### src/rtl/button_debouncer.sv
// Button debouncer: 2-flop synchroniser followed by a 4-state debounce FSM.
// A new synchronised level must hold for STABLE_CYCLES consecutive cycles
// in a WAIT state before o_level follows it. A reversal during WAIT aborts
// the change and raises a one-cycle o_glitch pulse.
//
// Ports:
//   clk      system clock, rising edge
//   i_arst   asynchronous reset, active-high (priority over i_sclr)
//   i_sclr   synchronous clear, active-high (same effect as reset)
//   i_btn    raw asynchronous button input
//   o_level  debounced level (registered)
//   o_glitch one-cycle pulse when a pending change is aborted (registered)
module button_debouncer #(
  parameter int unsigned STABLE_CYCLES = 4,
  parameter int unsigned CNT_W         = 20
) (
  input  logic clk,
  input  logic i_arst,
  input  logic i_sclr,
  input  logic i_btn,
  output logic o_level,
  output logic o_glitch
);

  typedef enum logic [1:0] {
    ST_LOW       = 2'd0,
    ST_WAIT_HIGH = 2'd1,
    ST_HIGH      = 2'd2,
    ST_WAIT_LOW  = 2'd3
  } state_t;

  localparam logic [CNT_W-1:0] CNT_LAST = CNT_W'(STABLE_CYCLES - 1);

  logic             sync_ff1;
  logic             sync_ff2;
  state_t           state_q;
  state_t           state_d;
  logic [CNT_W-1:0] cnt_q;
  logic [CNT_W-1:0] cnt_d;
  logic             level_d;
  logic             glitch_d;

  // Two-flop synchroniser; nothing sits in front of the first flop.
  always_ff @(posedge clk or posedge i_arst) begin
    if (i_arst) begin
      sync_ff1 <= 1'b0;
      sync_ff2 <= 1'b0;
    end else if (i_sclr) begin
      sync_ff1 <= 1'b0;
      sync_ff2 <= 1'b0;
    end else begin
      sync_ff1 <= i_btn;
      sync_ff2 <= sync_ff1;
    end
  end

  // State, counter and registered outputs.
  always_ff @(posedge clk or posedge i_arst) begin
    if (i_arst) begin
      state_q  <= ST_LOW;
      cnt_q    <= '0;
      o_level  <= 1'b0;
      o_glitch <= 1'b0;
    end else if (i_sclr) begin
      state_q  <= ST_LOW;
      cnt_q    <= '0;
      o_level  <= 1'b0;
      o_glitch <= 1'b0;
    end else begin
      state_q  <= state_d;
      cnt_q    <= cnt_d;
      o_level  <= level_d;
      o_glitch <= glitch_d;
    end
  end

  // Next-state logic; a reversal in WAIT restarts from the stable state.
  always_comb begin
    state_d  = state_q;
    cnt_d    = cnt_q;
    glitch_d = 1'b0;
    case (state_q)
      ST_LOW: begin
        if (sync_ff2) begin
          state_d = ST_WAIT_HIGH;
          cnt_d   = '0;
        end
      end
      ST_WAIT_HIGH: begin
        if (!sync_ff2) begin
          state_d  = ST_LOW;
          glitch_d = 1'b1;
        end else if (cnt_q == CNT_LAST) begin
          state_d = ST_HIGH;
        end else begin
          cnt_d = cnt_q + CNT_W'(1);
        end
      end
      ST_HIGH: begin
        if (!sync_ff2) begin
          state_d = ST_WAIT_LOW;
          cnt_d   = '0;
        end
      end
      ST_WAIT_LOW: begin
        if (sync_ff2) begin
          state_d  = ST_HIGH;
          glitch_d = 1'b1;
        end else if (cnt_q == CNT_LAST) begin
          state_d = ST_LOW;
        end else begin
          cnt_d = cnt_q + CNT_W'(1);
        end
      end
      default: begin
        state_d = ST_LOW;
        cnt_d   = '0;
      end
    endcase
    // Level is registered from the next state so it never decodes glitches.
    level_d = (state_d == ST_HIGH) || (state_d == ST_WAIT_LOW);
  end

endmodule

### config.mk
export PLATFORM = sky130hd
export DESIGN_NAME = button_debouncer
export DESIGN_NICKNAME = d
export VERILOG_FILES = /design/src/rtl/button_debouncer.sv
export SDC_FILE = /design/constraint.sdc
export NUM_CORES = 1
export LEC_CHECK = 0
export ABC_AREA = 0
export CAP_MARGIN = 5
export CORE_MARGIN = 2
export CORE_UTILIZATION = 30
export CTS_BUF_LIST = sky130_fd_sc_hd__clkbuf_2
export DETAILED_ROUTE_END_ITERATION = 12
export GPL_TIMING_DRIVEN = 0
export PLACE_DENSITY = 0.56
export SETUP_SLACK_MARGIN = 0.3
export SYNTH_ARGS = -nofsm -noshare
export SYNTH_HDL_FRONTEND = slang
export SYNTH_SLANG_ARGS = --single-unit
### constraint.sdc
create_clock -name clk -period 2.51 [get_ports clk]
set_input_delay 0.6275 -clock clk [delete_from_list [all_inputs] [get_ports clk]]
set_output_delay 0.6275 -clock clk [all_outputs]
set_load 0.01 [all_outputs]
==> results of run 1 <==
cell usage after synthesis (all sizes together), types with 2 or more instances:
cell type and number:
a21oi 15, nor2b 3, nand2b 4, nand3 8, inv 5, nand3b 3, or3 4, a21o 2
mux2i 2, a31oi 4, and4 4, nor2 4, nand4 4, o21ai 8, or4 11, clkbuf 6
and3 3, dfrtp 26, nand2 10, buf 4, nor4 4, nor3 4, o31ai 9
cells by family (layout without fill, tap and decap cells):
kind of cell | count (synthesis) | count (layout) | share of synthesized area (%)
AND/OR/NAND/NOR | 69 | 69 | 28.1
adder cells (fa/ha/maj) | 1 | 1 | 0.826
flip-flops | 26 | 26 | 43.0
XOR/XNOR | 2 | 2 | 1.16
AO/OA/AOI/OAI | 46 | 46 | 20.6
multiplexers | 3 | 3 | 2.07
buffers and inverters | 16 | 23 | 4.30
timing repair:
item / in CTS / in global routing
gates resized for setup: 0 / 1
hold buffers: 0 / 0
endpoints found under the setup margin: 0 / 3
registers in the layout, indices dropped and copies added, names as in the netlist:
register,count
sync_ff1,1
sync_ff2,1
state_q,2
o_level,1
cnt_q,20
o_glitch,1
worst max-delay path, stage by stage (launching register included):
cell and delay (ns):
dfrtp_1 0.50, xor2_1 0.28, o21ai_1 0.16, clkbuf_1 0.25, nor4_1 0.39, mux2_2 0.37
routing by layer:
| metal | routed length (um) | vias up | track usage [%] | part of all wire (%) |
|---|---|---|---|---|
| met5 | 0 | - | 0 | 0 |
| li1 | - | 647 | - | - |
| met4 | 48 | 0 | 4.56 | 1.4 |
| met2 | 1560 | 15 | 19.8 | 44 |
| met3 | 109 | 5 | 2.14 | 3.1 |
| met1 | 1800 | 640 | 23.3 | 51 |
area by class of cell:
cell class / count / area share (%)
sequential: 26 / 39.2
inverter: 6 / 1.36
clock buffer: 3 / 0.905
multi-input combinational: 121 / 48.5
tap: 67 / 5.05
buffer: 10 / 2.56
timing repair buffer: 4 / 2.41
metrics by stage:
| step | setup slack (ns) | total power [mW] | hold slack, ns | util (%) | cell area (sq um) |
|---|---|---|---|---|---|
| 6_report | 0.483 | 0.630 | 0.519 | 34.7 | 1660 |
| 5_1_grt | 0.348 | 0.654 | 0.530 | 34.7 | 1660 |
| 4_1_cts | 0.416 | 0.635 | 0.523 | 34.5 | 1650 |
| 3_5_place_dp | 0.224 | 0.473 | 0.473 | 34.2 | 1640 |
| 3_3_place_gp | 0.244 | 0.472 | 0.443 | 34.2 | 1640 |
| 2_1_floorplan | 0.573 | 0.459 | 0.439 | - | 1510 |
path summary, 6_finish.rpt:
kind | startpoint | end | slack (ns) | cells after the start
setup / recovery | state_q[1] | cnt_q[19] | 0.48 | 5
hold / removal | sync_ff1 | sync_ff2 | 0.52 | 1
setup reg to reg | state_q[1] | cnt_q[19] | 0.48 | 5
hold reg to reg | sync_ff1 | sync_ff2 | 0.52 | 1
max in group asynchronous | i_arst | cnt_q[8] | 1.14 | 2
min in group asynchronous | i_arst | cnt_q[9] | 0.76 | 2
power by group through the flow:
stage / Sequential (mW) / Combinational, mW / Clock, mW
after floorplan: 0.430 / 0.0282 / 0
after global placement: 0.431 / 0.0418 / 0
after detailed placement: 0.431 / 0.0419 / 0
after CTS: 0.424 / 0.0419 / 0.169
after global routing: 0.424 / 0.0477 / 0.182
final: 0.424 / 0.0410 / 0.165
==> summary.md, run 1 <==
| Metric | Value |
|---|---|
| Outcome | finished, final reports clean |
| Largest net degree at the start of global routing | 27 |
| Skew-Pair Late Insertion Delay | around 0.37 ns |
| GRT Total Usage | 14.5% |
| CTS Buf Count | 3 |
| Number of synthesized flops with an enable pin | 0 |
| Power Density | between 300 and 400 nW/um^2 |
| Area of the multi-input gates | approximately 800 sq um |
| Crit-path max FO | 10 |
| Worst slew pin tran | 1.03 ns |
| Final std cells w/o fill | around 240 |
| Internal power | ~470 uW |
| Setup CP Type | reg -> reg |
| Wire per inst | roughly 15 um |
| Async S/R FF share, synth | 100% |
| Max Fclk | just under 500 MHz |
| Core Area | 4790 sq um |
| Pre-antenna DRT Iters | 4 |
| Starting Density | about a third |
| Most frequent cells in the layout | dfrtp_1 (26), a21oi_1 (15), nand2_1 (10) |
| CTS tree | yes |
| Synthesized flop and latch total | 26 |
| DR vias | 1307 |
| Die span in y | approximately 75 um |
| H-tree depth | 1 |
| FF+latch area | between 600 and 700 sq um |
| Crit path DAT | about 2.3 ns |
| DRT iter0 DRCs | 151 |
| IO Count | 6 |
| RSZ-0062 raised after global routing | false |
| Net Switching | between 150 and 200 uW |
| Most common cell after layout, fill and taps aside | dfrtp_1 |
| Max Cap Violations | 0 |
| Crit path capture type | flip-flop |
| Seq pwr share | roughly two thirds |
| Leak | a little over 0.6 nW |
| Register area share after synthesis | about 43% |
| Fillers | ~480 |
| Area share of the largest cell type after synthesis | a little over two fifths |
| Gate Count Post-Synth | 163 |
| DP Cell Count | 234 |
| Post-Syn Nets | about 170 |
| Slew Viols, Final | 0 |
| Vias in the first global route | 1226 |
| I/O Buffers | 4 |
| Tcrit/Tclk final | between 80% and 90% |
| Largest area contributor in the netlist | dfrtp_1 |
| Total wire length | 3.52 mm |
| VDD IR max | approximately 0.15 mV |
| Synth Warn # | 0 |
| Fin nets | about 180 |
| Die width | about 75 um |
| Logic pwr share | 6.5% |
| Antenna Cells | 0 |
| Setup bufs post-CTS | 0 |
| ANT nets after route | 0 |
| CP required | 2.81 ns |
| Die ar. | roughly 5600 sq um |
| Final Wtd Congestion | 0.775 |
| Root Buffer | clkbuf_2 |
| Remaining global-route overflow | 0 |
| Area growth syn-to-layout | 9.59% |
| Finish-stage setup viols | 0 |
| Switching Fraction | around 26% |
| Clk slew on worst S/H paths | between 0.2 and 0.3 ns |
| Layout cells sized above 1 | approximately a tenth |
| Std cell rows | 25 |
| Clock Tree Buf Depth | 2 |
| Post-DP HPWL | approximately 2.5 mm |
| Area contributors post-synth | dfrtp_1 (43%), a21oi_1 (5.0%), or4_1 (4.5%), o31ai_1 (4.0%), nand3_1 (2.6%) |
| Main synth FF type | dfrtp_1 |
| Antenna violations before repair | 0 |
| Remaining DRCs | 0 |
| Layout Skew | between 0.002 and 0.003 ns |
| Min cycle time layout | slightly above 2 ns |
| Hold WC Path Type | reg -> reg |
| CP startpoint kind | flip-flop |
| Avg Cell Area, Syn | between 9 and 10 sq um |
| First-pass GRT wire length | roughly 6.2 mm |
| Clk network pwr share | a little over a quarter |
| Setup TNS | 0 ns |
| Final hold violations | 0 |
| Clk sinks | 26 |
| Via-to-Cell Ratio | 5.51 |
| Count of cell types in the netlist | 45 |
| Mapped Area | ~1500 sq um |
| Rel. slew slack | between 30% and 40% |
No activity file was read; power rests on OpenSTA's default activity.
==> run 2, diff against run 1 <==
- PLACE_DENSITY: 0.56 -> 0.58
- clock period: 2.51 -> 1.8 ns (I/O delays scaled with it)
==> run 2 against run 1 <==
The run now ends with setup timing left. Global-route usage up 0.47 points. Clock skew up 0.0029 ns. Die area unchanged. Combinational power up 96%.
==> summary.md, run 2 (synthesized netlist as in run 1, its figures left out) <==
| Metric | Value |
|---|---|
| Fin nets | 201 (+14%) |
| DP Cell Count | 234 (unchanged) |
| Layout cells sized above 1 | 42.8% (+33 points) |
| Largest reg by FF count | cnt_q |
| Final std cells w/o fill | 261 (+10%) |
| First-pass GRT wire length | 6.47 mm (+3.8%) |
| Core Area | 4790 sq um (unchanged) |
| Failing checks | setup timing |
| Die width | 75.0 um (unchanged) |
| Biggest registers after layout | cnt_q (20), state_q (2) |
| Net Switching | 234 uW (+43%) |
| CTS Buf Count | 3 (unchanged) |
| CP startpoint kind | flip-flop |
| CTS tree | yes |
| Max Fclk | 530 MHz (+7.4%) |
| Area growth syn-to-layout | 39.1% |
| RSZ-0062 raised after global routing | true |
| Finish-stage setup viols | 10 (+10) |
| Clock Tree Buf Depth | 2 (unchanged) |
| Outcome | finished with violations |
| IO Count | 6 (unchanged) |
| Fin area | 2110 sq um (+27%) |
| Largest net degree at the start of global routing | 27 (unchanged) |
| GRT Total Usage | 15.0% (+0.47 points) |
| Setup CP Type | reg -> reg |
| Most common cell after layout, fill and taps aside | dfrtp_1 |
| VDD IR max | 0.242 mV (+65%) |
| Seq pwr share | 65.8% (-1.5 points) |
| Remaining DRCs | 0 (unchanged) |
| Slew Viols, Final | 0 (unchanged) |
| Fillers | 444 (-7.3%) |
| Launch point of the worst reg-to-reg path | cnt_q[3] |
| CP peak stage delay | 0.52 ns (+0.02 ns) |
| Die span in y | 75.0 um (unchanged) |
| ANT nets after route | 0 (unchanged) |
| Final hold violations | 0 (unchanged) |
| Most frequent cells in the layout | dfrtp_1 (23), buf_4 (22), a21oi_2 (10) |
| Power Density | 426 nW/um^2 (+12%) |
| DR vias | 1410 (+7.9%) |
| Min cycle time layout | 1.89 ns (-0.140 ns) |
| Crit path capture type | flip-flop |
| Final Core Density | 44.0% (+9.3 points) |
| Crit path DAT | 2.16 ns (-0.16 ns) |
| Worst slew pin tran | 0.990 ns (-0.0388 ns) |
| Buf+Inv Stages, Crit Path | 0 (-1) |
| Remaining global-route overflow | 0 (unchanged) |
| Std cell rows | 25 (unchanged) |
| Power, Total | 898 uW (+43%) |
| Die ar. | 5630 sq um (unchanged) |
| Switching Fraction | 26.1% (+0.16 points) |
| Wire per inst | 15.2 um (+2.4%) |
| Critical-path cell list | or4_4 -> or4_4 -> o211ai_1 -> o311ai_1 |
| Max reg flops | 20 (unchanged) |
| Pre-antenna DRT Iters | 4 (unchanged) |
| Hold WC Path Type | reg -> reg |
| Antenna Cells | 0 (unchanged) |
| Rel. slew slack | 33.9% (+2.6 points) |
| Worst setup startpoint | cnt_q[3] |
| Crit-path max FO | 3 (-7) |
| Placed Area | 1650 sq um (+0.99%) |
| Starting Density | 31.6% (unchanged) |
| Internal power | 664 uW (+42%) |
| Tcrit/Tclk final | 105% (+24 points) |
| Skew-Pair Late Insertion Delay | 0.36 ns (about the same) |
| Root Buffer | clkbuf_2 |
| Layout Skew | 0.00581 ns (+0.00286 ns) |
| Setup TNS | -0.422 ns (-0.422 ns) |
| H-tree depth | 1 (unchanged) |
| Final Wtd Congestion | 0.829 (+7.0%) |
| Setup WS pre-CTS | -0.223 ns (-0.447 ns) |
| CP max-delay cell | or4_4 |
| Via-to-Cell Ratio | 5.40 (-2.0%) |
| Top delay family on crit path | simple AND/OR/NAND/NOR gates |
| Antenna violations before repair | 0 (unchanged) |
| Setup ws final | -0.0872 ns (-0.570 ns) |
| Max Cap Violations | 0 (unchanged) |
| DRT iter0 DRCs | 81 (-46%) |
| CP most frequent cell | or4_4 |
| Hold wc startpoint | sync_ff1 |
| I/O Buffers | 4 (unchanged) |
| Leak | 0.811 nW (+34%) |
| Hold_ws | 0.499 ns (-0.0206 ns) |
| Clk slew on worst S/H paths | 0.25 ns (about the same) |
| Vias in the first global route | 1336 (+9.0%) |
| Clk sinks | 26 (unchanged) |
| Total wire length | 3.97 mm (+13%) |
| Clk network pwr share | 25.3% (-0.9 points) |
| CP required | 2.08 ns (-0.73 ns) |
| Logic pwr share | 8.9% (+2.4 points) |
| Post-DP HPWL | 2.48 mm (-0.25%) |
==> run 2: cell types whose count changed in the layout (fill, tap and decap cells not counted), sizes merged <==
cell | previous run | this run
clkinvlp | 0 | 1
clkinv | 1 | 0
buf | 4 | 29
clkdlybuf4s50 | 4 | 2
clkbuf | 9 | 10
==> run 2: layer usage <==
layer / global-route usage, % / vias to the layer above / wire (um)
li1: - / 693 / -
met1: 21.4 / 690 / 1910
met2: 23.2 / 22 / 1880
met3: 2.01 / 5 / 116
met4: 5.75 / 0 / 58
met5: 0 / - / 0
==> run 2: final cells by class <==
class                           count  area [sq um]  area share [%]
Multi-Input combinational cell    121          1030            48.7
Sequential cell                    26           654            31.1
Timing Repair Buffer               28           230            10.9
Tap cell                           67          83.8            3.98
Buffer                             10          70.1            3.33
Inverter                            6          26.3            1.25
Clock buffer                        3          15.0           0.713
==> run 2: power groups by stage <==
stage	sequential, mW	clock (mW)	combinational (mW)
CTS	0.591	0.237	0.0718
floorplan	0.600	0	0.0401
detailed placement	0.601	0	0.0589
finish	0.591	0.227	0.0803
global placement	0.601	0	0.0583
global route	0.592	0.258	0.0885
==> run 2: repair_timing <==
action	4_1_cts	5_1_grt
resized for setup	32	31
setup buffers	13	11
pin swaps	16	12
endpoints found under the setup margin	24	25
hold buffers	0	0
==> run 2: worst reg2reg max path: stages, from the launching register on <==
cell and delay, ns:
dfrtp_2 0.49, or4_4 0.52, or4_4 0.46, o211ai_1 0.21, o311ai_1 0.12
==> run 2: path summary, 6_finish.rpt <==
kind	slack, ns	cells after the start	endpoint
max in group asynchronous	0.58	2	state_q[1]
max reg2reg	-0.09	4	cnt_q[2]
min in group asynchronous	0.58	2	cnt_q[5]
min	0.50	1	sync_ff2
min reg2reg	0.50	1	sync_ff2
max	-0.09	4	cnt_q[2]
